--- src/rtl/div_seq_pkg.sv ---
// Shared encodings for the RV32M divide sequencer: op select, FSM states and
// handshake level constants.
package div_seq_pkg;

  localparam logic [1:0] DIV_OP_DIV  = 2'b00;
  localparam logic [1:0] DIV_OP_DIVU = 2'b01;
  localparam logic [1:0] DIV_OP_REM  = 2'b10;
  localparam logic [1:0] DIV_OP_REMU = 2'b11;

  localparam logic [1:0] DIV_S_IDLE   = 2'b00;
  localparam logic [1:0] DIV_S_BYZERO = 2'b01;
  localparam logic [1:0] DIV_S_ON     = 2'b10;
  localparam logic [1:0] DIV_S_END    = 2'b11;

  localparam logic DivResultReady    = 1'b1;
  localparam logic DivResultNotReady = 1'b0;
  localparam logic DivStart          = 1'b1;
  localparam logic DivStop           = 1'b0;

  // Bit 0 clear selects the signed flavour, bit 1 set selects the remainder.
  function automatic logic div_op_signed(input logic [1:0] op);
    return ~op[0];
  endfunction

  function automatic logic div_op_rem(input logic [1:0] op);
    return op[1];
  endfunction

endpackage

--- src/rtl/div_step.sv ---
// One restoring-divide iteration on the {remainder, dividend} register:
// shift left, trial-subtract the divisor, shift in the quotient bit.
module div_step #(
  parameter int XLEN = 32
) (
  input  logic [2*XLEN-1:0] i_rd,
  input  logic [XLEN-1:0]   i_dvsr,
  output logic [2*XLEN-1:0] o_rd,
  output logic              o_qbit
);
  logic [XLEN:0] w_part;
  logic [XLEN:0] w_diff;

  // The bit shifted out of the remainder is kept so the compare is exact.
  assign w_part = i_rd[2*XLEN-1:XLEN-1];
  assign w_diff = w_part - {1'b0, i_dvsr};
  assign o_qbit = ~w_diff[XLEN];
  assign o_rd   = {(o_qbit ? w_diff[XLEN-1:0] : w_part[XLEN-1:0]),
                   i_rd[XLEN-2:0], o_qbit};
endmodule

--- src/rtl/div_seq.sv ---
// Multi-cycle RV32M divide sequencer (DIV/DIVU/REM/REMU): 32-step restoring
// divide with sign fix-up, divide-by-zero shortcut and pipeline stall request.
module div_seq
  import div_seq_pkg::*;
#(
  parameter int XLEN = 32,
  parameter int ITER = 32
) (
  input  logic            clk,
  input  logic            rst,
  input  logic            start_i,
  input  logic            annul_i,
  input  logic [1:0]      op_i,
  input  logic [XLEN-1:0] opdata1_i,
  input  logic [XLEN-1:0] opdata2_i,
  output logic [XLEN-1:0] result_o,
  output logic            ready_o,
  output logic            stallreq_o
);
  localparam int CW = $clog2(ITER);

  logic [1:0]        r_state;
  logic [CW-1:0]     r_cnt;
  logic [1:0]        r_op;
  logic [XLEN-1:0]   r_dvsr;
  logic [2*XLEN-1:0] r_rd;
  logic              r_negq;
  logic              r_negr;
  logic [XLEN-1:0]   r_result;
  logic              r_ready;

  logic              w_sgn;
  logic [XLEN-1:0]   w_abs1;
  logic [XLEN-1:0]   w_abs2;
  logic [2*XLEN-1:0] w_step_rd;
  logic              w_qbit;
  logic [XLEN-1:0]   w_q;
  logic [XLEN-1:0]   w_r;
  logic [XLEN-1:0]   w_fixed;
  logic              w_go;

  assign w_go   = (start_i == DivStart) && !annul_i;
  assign w_sgn  = div_op_signed(op_i);
  assign w_abs1 = (w_sgn && opdata1_i[XLEN-1]) ? -opdata1_i : opdata1_i;
  assign w_abs2 = (w_sgn && opdata2_i[XLEN-1]) ? -opdata2_i : opdata2_i;

  div_step #(.XLEN(XLEN)) u_step (
    .i_rd   (r_rd),
    .i_dvsr (r_dvsr),
    .o_rd   (w_step_rd),
    .o_qbit (w_qbit)
  );

  // Result of the final iteration is fixed up and registered directly.
  assign w_q     = r_negq ? -w_step_rd[XLEN-1:0] : w_step_rd[XLEN-1:0];
  assign w_r     = r_negr ? -w_step_rd[2*XLEN-1:XLEN] : w_step_rd[2*XLEN-1:XLEN];
  assign w_fixed = div_op_rem(r_op) ? w_r : w_q;

  always_ff @(posedge clk) begin
    if (rst) begin
      r_state  <= DIV_S_IDLE;
      r_cnt    <= '0;
      r_op     <= '0;
      r_dvsr   <= '0;
      r_rd     <= '0;
      r_negq   <= 1'b0;
      r_negr   <= 1'b0;
      r_result <= '0;
      r_ready  <= DivResultNotReady;
    end else begin
      case (r_state)
        DIV_S_IDLE: begin
          if (w_go) begin
            r_op  <= op_i;
            r_cnt <= '0;
            if (opdata2_i == '0) begin
              // Raw dividend is kept for the REM-by-zero result.
              r_state <= DIV_S_BYZERO;
              r_rd    <= {{XLEN{1'b0}}, opdata1_i};
              r_dvsr  <= '0;
              r_negq  <= 1'b0;
              r_negr  <= 1'b0;
            end else begin
              r_state <= DIV_S_ON;
              r_rd    <= {{XLEN{1'b0}}, w_abs1};
              r_dvsr  <= w_abs2;
              r_negq  <= w_sgn & (opdata1_i[XLEN-1] ^ opdata2_i[XLEN-1]);
              r_negr  <= w_sgn & opdata1_i[XLEN-1];
            end
          end
        end
        DIV_S_BYZERO: begin
          if (annul_i) begin
            r_state <= DIV_S_IDLE;
          end else begin
            r_state  <= DIV_S_END;
            r_ready  <= DivResultReady;
            r_result <= div_op_rem(r_op) ? r_rd[XLEN-1:0] : {XLEN{1'b1}};
          end
        end
        DIV_S_ON: begin
          if (annul_i) begin
            r_state <= DIV_S_IDLE;
          end else begin
            r_rd  <= w_step_rd;
            r_cnt <= r_cnt + 1'b1;
            if (r_cnt == CW'(ITER-1)) begin
              r_state  <= DIV_S_END;
              r_ready  <= DivResultReady;
              r_result <= w_fixed;
            end
          end
        end
        default: begin
          if (annul_i || (start_i == DivStop)) begin
            r_state  <= DIV_S_IDLE;
            r_ready  <= DivResultNotReady;
            r_result <= '0;
          end
        end
      endcase
    end
  end

  always_comb begin
    stallreq_o = 1'b0;
    case (r_state)
      DIV_S_IDLE:             stallreq_o = w_go;
      DIV_S_ON, DIV_S_BYZERO: stallreq_o = ~annul_i;
      default:                stallreq_o = 1'b0;
    endcase
  end

  assign result_o = r_result;
  assign ready_o  = r_ready;

  logic w_unused;
  assign w_unused = w_qbit;
endmodule

--- config.mk ---
export PLATFORM = sky130hd
export DESIGN_NAME = div_seq
export DESIGN_NICKNAME = d
export VERILOG_FILES = /design/src/rtl/div_seq_pkg.sv /design/src/rtl/div_step.sv /design/src/rtl/div_seq.sv
export SDC_FILE = /design/constraint.sdc
export NUM_CORES = 1
export LEC_CHECK = 0
export BUFFER_PORTS_ARGS = -buffer_cell sky130_fd_sc_hd__clkbuf_2
export CAP_MARGIN = 20
export CORE_UTILIZATION = 45
export CTS_CLUSTER_DIAMETER = 120
export DETAILED_ROUTE_END_ITERATION = 7
export PLACE_DENSITY = 0.76
export SETUP_SLACK_MARGIN = 0.1
export SYNTH_ARGS = -nofsm -noshare
export SYNTH_HDL_FRONTEND = slang
export SYNTH_SLANG_ARGS = --single-unit
--- constraint.sdc ---
create_clock -name clk -period 5 [get_ports clk]
set_input_delay 0.5 -clock clk [delete_from_list [all_inputs] [get_ports clk]]
set_output_delay 0.5 -clock clk [all_outputs]
set_load 0.01 [all_outputs]
Word-level counts from Yosys, hierarchy flattened
Cells that the tools add are included.
{"block": "word_totals", "output_inout_bits": 34, "elab_cells": 81, "regBits": 140}
{"block": "op_classes", "eq_ne": 8, "bitwise": 8, "n_mux": 35, "reduce_logical": 15, "add_sub_neg": 6}
{"op": "2-to-1 mux 32 bit", "n": 13}
{"op": "2-to-1 mux 64 bit", "n": 2}
{"op": "negator 32 bit", "n": 4}
{"op": "case mux 64 bit (2 select lines)", "n": 1}
{"op": "case mux 32 bit (3 select lines)", "n": 1}
{"op": "subtractor 33 x 32 -> 33 bit", "n": 1}
{"op": "logical NOT 32 bit", "n": 1}
{"op": "2-to-1 mux 2 bit", "n": 6}
{"op": "2-to-1 mux 5 bit", "n": 2}
{"op": "case mux 5 bit (2 select lines)", "n": 1}
{"op": "inequality test 2 bit, second input constant", "n": 4}
{"op": "2-to-1 mux 1 bit", "n": 6}
{"op": "case mux 2 bit (3 select lines)", "n": 1}
{"op": "AND reduction 3 bit", "n": 2}
{"op": "adder 5 x 1 -> 5 bit, second input constant", "n": 1}
{"op": "== test 5 bit, second input constant", "n": 1}
{"op": "inverter 1 bit", "n": 5}
{"op": "AND reduction 5 bit", "n": 1}
{"op": "nonzero test 4 bit", "n": 1}
{"op": "logical AND 1 bit", "n": 3}
{"op": "inequality test 3 bit, second input constant", "n": 1}
{"op": "case mux 1 bit (3 select lines)", "n": 1}
{"op": "nonzero test 3 bit", "n": 1}
{"op": "AND 1 bit", "n": 2}
{"op": "10 further kinds", "n": 10}

Depth between registers and ports, before layout
{"block": "depth", "ltp_word": 8, "depth_mapped": 23, "mapped_depth_nobuf": 21}

By module
A second synthesis with hierarchy kept.
{"block": "unflattened", "cells_unflattened": 1479, "area_unflattened_um2": 11288.3}
{"module": "div_seq", "area_each_um2": 8730.9, "n_inst": 1, "cells_each": 1138}
{"module": "div_step", "area_each_um2": 2557.5, "n_inst": 1, "cells_each": 341}

Worst setup path before layout
OpenSTA, ideal clock, no wires.
{"block": "synth_timing", "path_type": "flip-flop to flip-flop", "start": "register r_rd[31]", "end": "register r_result[28], in the netlist result_o[28]", "path_buffers": 2, "path_stages_with_launch": 22, "arrival_ns": 5.171, "period_less_slack_ns": 5.288, "setup_slack_ns": -0.288, "setup_ns": 0.117, "cell_sequence": "dfxtp_1 inv_1 ha_1 fa_1 nand2b_1 a21oi_1 o21a_1 o211a_1 o21a_4 nor2_8 inv_6 clkbuf_1 clkbuf_1 nor2_1 a21oi_1 ha_1 or3b_2 o41a_1 or4_1 o41ai_1 xnor2_1 a22o_1"}
{"block": "synth_between", "elab_chain_len": 8, "word_cells_on_any_way": 11}
{"item": "start: declaration", "line_no": "div_seq.sv:26", "source": "logic [2*XLEN-1:0] r_rd;"}
{"item": "start signal: assignment", "line_no": "div_seq.sv:79", "source": "r_rd <= {{XLEN{1'b0}}, opdata1_i};"}
{"item": "start signal: assignment", "line_no": "div_seq.sv:85", "source": "r_rd <= {{XLEN{1'b0}}, w_abs1};"}
{"item": "start signal: assignment", "line_no": "div_seq.sv:105", "source": "r_rd <= w_step_rd;"}
{"item": "subtractor 33 x 32 -> 33 bit", "line_no": "div_step.sv:16", "source": "assign w_diff = w_part - {1'b0, i_dvsr};"}
{"item": "2-to-1 mux 32 bit or inverter 1 bit (tied branches)", "line_no": "div_step.sv:18, div_step.sv:17"}
{"item": "negator 32 bit (on tied branches)", "line_no": "div_seq.sv:56, div_seq.sv:55"}
{"item": "2-to-1 mux 32 bit (on tied branches)", "line_no": "div_seq.sv:56, div_seq.sv:55"}
{"item": "2-to-1 mux 32 bit *", "line_no": "div_seq.sv:57", "source": "assign w_fixed = div_op_rem(r_op) ? w_r : w_q;"}
{"item": "2-to-1 mux 32 bit *", "line_no": "div_seq.sv:107", "source": "if (r_cnt == CW'(ITER-1)) begin"}
{"item": "2-to-1 mux 32 bit *", "line_no": "div_seq.sv:102", "source": "if (annul_i) begin"}
{"item": "case mux 32 bit (3 select lines) *", "line_no": "div_seq.sv:71", "source": "case (r_state)"}
{"item": "end signal: assignment", "line_no": "div_seq.sv:98", "source": "r_result <= div_op_rem(r_op) ? r_rd[XLEN-1:0] : {XLEN{1'b1}};"}
{"item": "end signal: assignment", "line_no": "div_seq.sv:110", "source": "r_result <= w_fixed;"}
{"item": "end: declaration", "line_no": "div_seq.sv:29", "source": "logic [XLEN-1:0] r_result;"}
Every way passes the cells marked *; elsewhere a longest branch is shown, timed or not. The select of a mux whose other input is x is not followed.
A chain may end at the register's enable or synchronous reset.

Final worst setup path
Same ends and word-level chain as after synthesis.

==> impl_metrics.prom <==
# TYPE chip_impl_metric gauge
chip_impl_info{name="run_status",value="finished clean"} 1
chip_impl_metric{name="wl",unit="µm"} 37400
chip_impl_metric{name="antenna_left",unit=""} 0
chip_impl_metric{name="final_cell_area",unit="µm²"} 13000
chip_impl_metric{name="timing.final.max_slew_violations",unit=""} 0
chip_impl_metric{name="synth.yosys.warnings",unit=""} 0
chip_impl_metric{name="library_cells_used_by_synthesis",unit=""} 95
chip_impl_metric{name="area.growth.synth_to_final",unit="%"} 12.1
chip_impl_metric{name="cts_inserted_buffers",unit=""} 17
chip_impl_metric{name="dpl-instance-area",unit="µm²"} 12400
chip_impl_metric{name="period_share",unit=""} 0.951
chip_impl_metric{name="cts-root-to-sink-buffers",unit=""} 2
chip_impl_metric{name="totalNegativeSetupSlack",unit="ns"} 0
chip_impl_metric{name="synth_nets",unit=""} 1704
chip_impl_metric{name="worst_clock_skew_on_the_final_layout",unit="ns"} 0.00934
chip_impl_metric{name="total_power",unit="W"} 0.00413
chip_impl_metric{name="fin_nets",unit=""} 1761
chip_impl_metric{name="critical_path.max_fanout",unit=""} 6
chip_impl_metric{name="drive_gt1_frac",unit=""} 0.140
chip_impl_metric{name="max-cap-violations",unit=""} 0
chip_impl_metric{name="setup_ws",unit="ns"} 0.247
chip_impl_metric{name="post-route-drc-count",unit=""} 0
chip_impl_metric{name="share_of_synthesized_flip_flops_with_an_asynchronous_set_or_reset",unit=""} 0
chip_impl_metric{name="synth_sequential_area_ratio",unit=""} 0.240
chip_impl_info{name="cp_common_cell",value="sky130_fd_sc_hd__a21oi_2"} 1
chip_impl_info{name="clock-root-buffer",value="sky130_fd_sc_hd__clkbuf_16"} 1
chip_impl_metric{name="die-height",unit="µm"} 163
chip_impl_metric{name="core_area",unit="µm²"} 25300
chip_impl_metric{name="grt_first_pass_wirelength",unit="µm"} 59800
chip_impl_metric{name="floorplan.die_area",unit="µm²"} 26500
chip_impl_metric{name="routabilityCongestion",unit=""} 0.987
chip_impl_metric{name="first_global_vias",unit=""} 11300
chip_impl_info{name="timing.critical_path.to_type",value="flop"} 1
chip_impl_metric{name="power_leakage",unit="nW"} 5.09
chip_impl_metric{name="cts-hold-fix-buffers",unit=""} 0
chip_impl_info{name="critical_path.cell_chain",value="inv_1 -> ha_1 -> fa_1 -> nand2b_1 -> a21oi_2 -> o21a_2 -> o211a_4 -> nor3_4 -> buf_12 -> nor2_8 -> inv_6 -> a21oi_2 -> ha_2 -> or3b_2 -> o41a_1 -> or4_4 -> o41ai_4 -> xnor2_1 -> a22o_1"} 1
chip_impl_metric{name="std_cell_rows",unit=""} 58
chip_impl_metric{name="h-tree-depth",unit=""} 4
chip_impl_info{name="ws_path_type",value="reg -> reg"} 1
chip_impl_metric{name="grt.total_usage",unit=""} 0.284
chip_impl_metric{name="cts.clk_slew.worst_paths",unit="ns"} 0.07
chip_impl_info{name="hold_path.class",value="in -> reg"} 1
chip_impl_metric{name="grt_start_max_net_pins",unit=""} 71
chip_impl_metric{name="grt-ovfl-total",unit=""} 0
chip_impl_metric{name="irDropWorstVdd",unit="V"} 0.000179
chip_impl_info{name="post_synth_main_area_contributors",value="sky130_fd_sc_hd__dfxtp_1, sky130_fd_sc_hd__nand2_1, sky130_fd_sc_hd__a21oi_1"} 1
chip_impl_metric{name="clk_latency",unit="ns"} 0.44
chip_impl_info{name="synth.largest_area_cell",value="sky130_fd_sc_hd__dfxtp_1"} 1
chip_impl_metric{name="worst_ep_required_time",unit="ns"} 5.33
chip_impl_metric{name="synth_edf_count",unit=""} 0
chip_impl_info{name="worst_setup_path_start_kind",value="flop"} 1
chip_impl_metric{name="ys_ff_latch",unit=""} 139
chip_impl_metric{name="floorplan.initialDensity",unit=""} 0.460
chip_impl_metric{name="post_synth_inst_count",unit=""} 1591
chip_impl_metric{name="post-synth-top-area-fraction",unit=""} 0.240
chip_impl_metric{name="dp_worst_setup_slack",unit="ns"} 0.107
chip_impl_metric{name="die_w",unit="µm"} 163
chip_impl_metric{name="via_count",unit=""} 12400
chip_impl_metric{name="drt-vias-per-instance",unit=""} 6.24
chip_impl_info{name="ys.flop_type",value="sky130_fd_sc_hd__dfxtp_1"} 1
chip_impl_metric{name="diodes",unit=""} 0
chip_impl_metric{name="upper_clock_frequency_limit",unit="MHz"} 210
chip_impl_metric{name="post_drt_wl_per_cell",unit="µm"} 18.8
chip_impl_metric{name="avgSynthCellArea",unit="µm²"} 7.30
chip_impl_metric{name="final-setup-viol-count",unit=""} 0
chip_impl_metric{name="drtPass1Iterations",unit=""} 6
chip_impl_info{name="rsz_0062_raised_after_global_routing",value="false"} 1
chip_impl_metric{name="buffer_ports.inserted",unit=""} 103
chip_impl_metric{name="n_fill_cell",unit=""} 2475
chip_impl_info{name="cpMaxStageDelayCell",value="sky130_fd_sc_hd__or4_4"} 1
chip_impl_metric{name="hold_viol_final",unit=""} 0
chip_impl_metric{name="cts_sink_cnt",unit=""} 139
chip_impl_metric{name="detailed_placer_s_ending_hpwl",unit="µm"} 28000
chip_impl_metric{name="transition_time_at_the_pin_with_the_least_slew_margin",unit="ns"} 1.09
chip_impl_metric{name="period_needed",unit="ns"} 4.75
chip_impl_metric{name="initial_antenna_violation_count",unit=""} 0
chip_impl_metric{name="syn_area",unit="µm²"} 11600
chip_impl_metric{name="critical-path-max-stage-delay",unit="ns"} 0.55
chip_impl_metric{name="crit_arrival",unit="ns"} 5.09
chip_impl_metric{name="drt_first_iter_violations",unit=""} 1327
chip_impl_metric{name="pin_count",unit=""} 104
chip_impl_info{name="cts_tree",value="yes"} 1
chip_impl_metric{name="worst_rel_slew_slack",unit=""} 0.273
chip_impl_metric{name="pwr_density_cell",unit="nW/µm²"} 317
-- timing repair --
action	4_1_cts	5_1_grt
setup endpoints to repair	1	9
pin swaps	0	1
gates resized for setup	0	8
endpoints found under the hold margin	0	0
buffers inserted	2	1
-- critical path: cells and delay by family, from the launching register on --
kind	cells	cell delay, ns
AND/OR/NAND/NOR	5	1.43
flip-flops	1	0.36
AO/OA/AOI/OAI	7	1.67
XOR/XNOR	1	0.10
adder cells (fa/ha/maj)	3	0.81
buffers and inverters	3	0.27
-- layout make-up --
cell class / instances / area [µm²] / share of cell area
Clock buffer: 18 / 439 / 0.0337
Clock inverter: 14 / 128 / 0.00980
Inverter: 55 / 211 / 0.0162
Multi-Input combinational cell: 1295 / 8240 / 0.633
Sequential cell: 139 / 2780 / 0.214
Tap cell: 330 / 413 / 0.0317
Timing Repair Buffer: 140 / 808 / 0.0621
-- synth_stat cells, types with 15 or more instances --
library cell / number
sky130_fd_sc_hd__clkbuf_1: 83
sky130_fd_sc_hd__mux2i_1: 27
sky130_fd_sc_hd__o21ai_0: 124
sky130_fd_sc_hd__nand3_1: 24
sky130_fd_sc_hd__o31ai_1: 31
sky130_fd_sc_hd__a211oi_1: 38
sky130_fd_sc_hd__ha_1: 42
sky130_fd_sc_hd__dfxtp_1: 139
sky130_fd_sc_hd__a21o_1: 15
sky130_fd_sc_hd__a21oi_1: 125
sky130_fd_sc_hd__or3_1: 34
sky130_fd_sc_hd__inv_1: 54
sky130_fd_sc_hd__xor2_1: 64
sky130_fd_sc_hd__o211ai_1: 20
sky130_fd_sc_hd__nand4_1: 15
sky130_fd_sc_hd__nor3_1: 30
sky130_fd_sc_hd__xnor2_1: 68
sky130_fd_sc_hd__nor2_1: 163
sky130_fd_sc_hd__nand2_1: 203
sky130_fd_sc_hd__a22oi_1: 26
sky130_fd_sc_hd__nand2b_1: 19
-- final timing paths --
check | from | endpoint | cells after the start | slack (ns)
max reg2reg | r_rd[31] | result_o[28] | 19 | 0.25
min | op_i[1] | r_op[1] | 3 | 0.31
min reg2reg | result_o[11] | result_o[11] | 2 | 0.45
max | r_rd[31] | result_o[28] | 19 | 0.25
-- flip-flops by register name, indices dropped and copies added, names as in the netlist --
| signal | count |
|---|---|
| result_o | 32 |
| r_state | 2 |
| r_rd | 64 |
| r_dvsr | 32 |
| r_op | 1 |
| ready_o | 1 |
| r_negr | 1 |
| r_cnt | 5 |
| r_negq | 1 |
-- cell families (layout without fill, tap and decap cells) --
family                   Yosys count  after routing  synth area share
XOR/XNOR                         132            132            0.0995
multiplexers                      37             37            0.0330
flip-flops                       139            139             0.240
AO/OA/AOI/OAI                    516            516             0.295
adder cells (fa/ha/maj)           43             43            0.0470
AND/OR/NAND/NOR                  567            567             0.228
buffers and inverters            157            227            0.0573
-- layer usage --
| layer | GRT usage | wire length, µm | vias up |
|---|---|---|---|
| li1 | - | - | 5892 |
| met1 | 0.392 | 16100 | 5740 |
| met2 | 0.419 | 16000 | 669 |
| met3 | 0.0545 | 3610 | 115 |
| met4 | 0.144 | 1710 | 0 |
| met5 | 0 | 0 | - |
-- power breakdown --
part	internal, W	leakage (nW)	switching (W)
Clock	0.000669	0.280	0.000574
Combinational	0.000549	3.68	0.00105
Sequential	0.00118	1.13	0.000104
Total	0.00240	5.09	0.00172
-- cell usage in the layout, fill, tap and decap left out, types with 9 or more instances in the layout --
| master | instances |
|---|---|
| sky130_fd_sc_hd__a211o_1 | 9 |
| sky130_fd_sc_hd__a211oi_1 | 38 |
| sky130_fd_sc_hd__a21o_1 | 15 |
| sky130_fd_sc_hd__a21oi_1 | 122 |
| sky130_fd_sc_hd__a22oi_1 | 26 |
| sky130_fd_sc_hd__a31oi_1 | 14 |
| sky130_fd_sc_hd__buf_4 | 37 |
| sky130_fd_sc_hd__clkbuf_16 | 17 |
| sky130_fd_sc_hd__clkbuf_2 | 102 |
| sky130_fd_sc_hd__dfxtp_1 | 138 |
| sky130_fd_sc_hd__ha_1 | 40 |
| sky130_fd_sc_hd__inv_1 | 54 |
| sky130_fd_sc_hd__mux2_2 | 10 |
| sky130_fd_sc_hd__mux2i_1 | 27 |
| sky130_fd_sc_hd__nand2_1 | 203 |
| sky130_fd_sc_hd__nand2b_1 | 19 |
| sky130_fd_sc_hd__nand3_1 | 24 |
| sky130_fd_sc_hd__nand4_1 | 15 |
| sky130_fd_sc_hd__nor2_1 | 161 |
| sky130_fd_sc_hd__nor2b_1 | 12 |
| sky130_fd_sc_hd__nor3_1 | 30 |
| sky130_fd_sc_hd__nor4_1 | 9 |
| sky130_fd_sc_hd__o211ai_1 | 20 |
| sky130_fd_sc_hd__o21ai_0 | 124 |
| sky130_fd_sc_hd__o21ai_1 | 10 |
| sky130_fd_sc_hd__o31ai_1 | 31 |
| sky130_fd_sc_hd__o41ai_1 | 13 |
| sky130_fd_sc_hd__or3_1 | 34 |
| sky130_fd_sc_hd__or4_1 | 12 |
| sky130_fd_sc_hd__xnor2_1 | 68 |
| sky130_fd_sc_hd__xor2_1 | 64 |
-- through the flow --
step                      utilization  instances  hold WS (ns)
final                           0.516       1991         0.312
after global routing            0.516       1991         0.311
after CTS                       0.513       1989         0.302
after detailed placement        0.490       1955         0.449
after global placement          0.490       1955         0.441
after floorplan                     -       1591         0.436
Power figures use the tool's default switching activity.
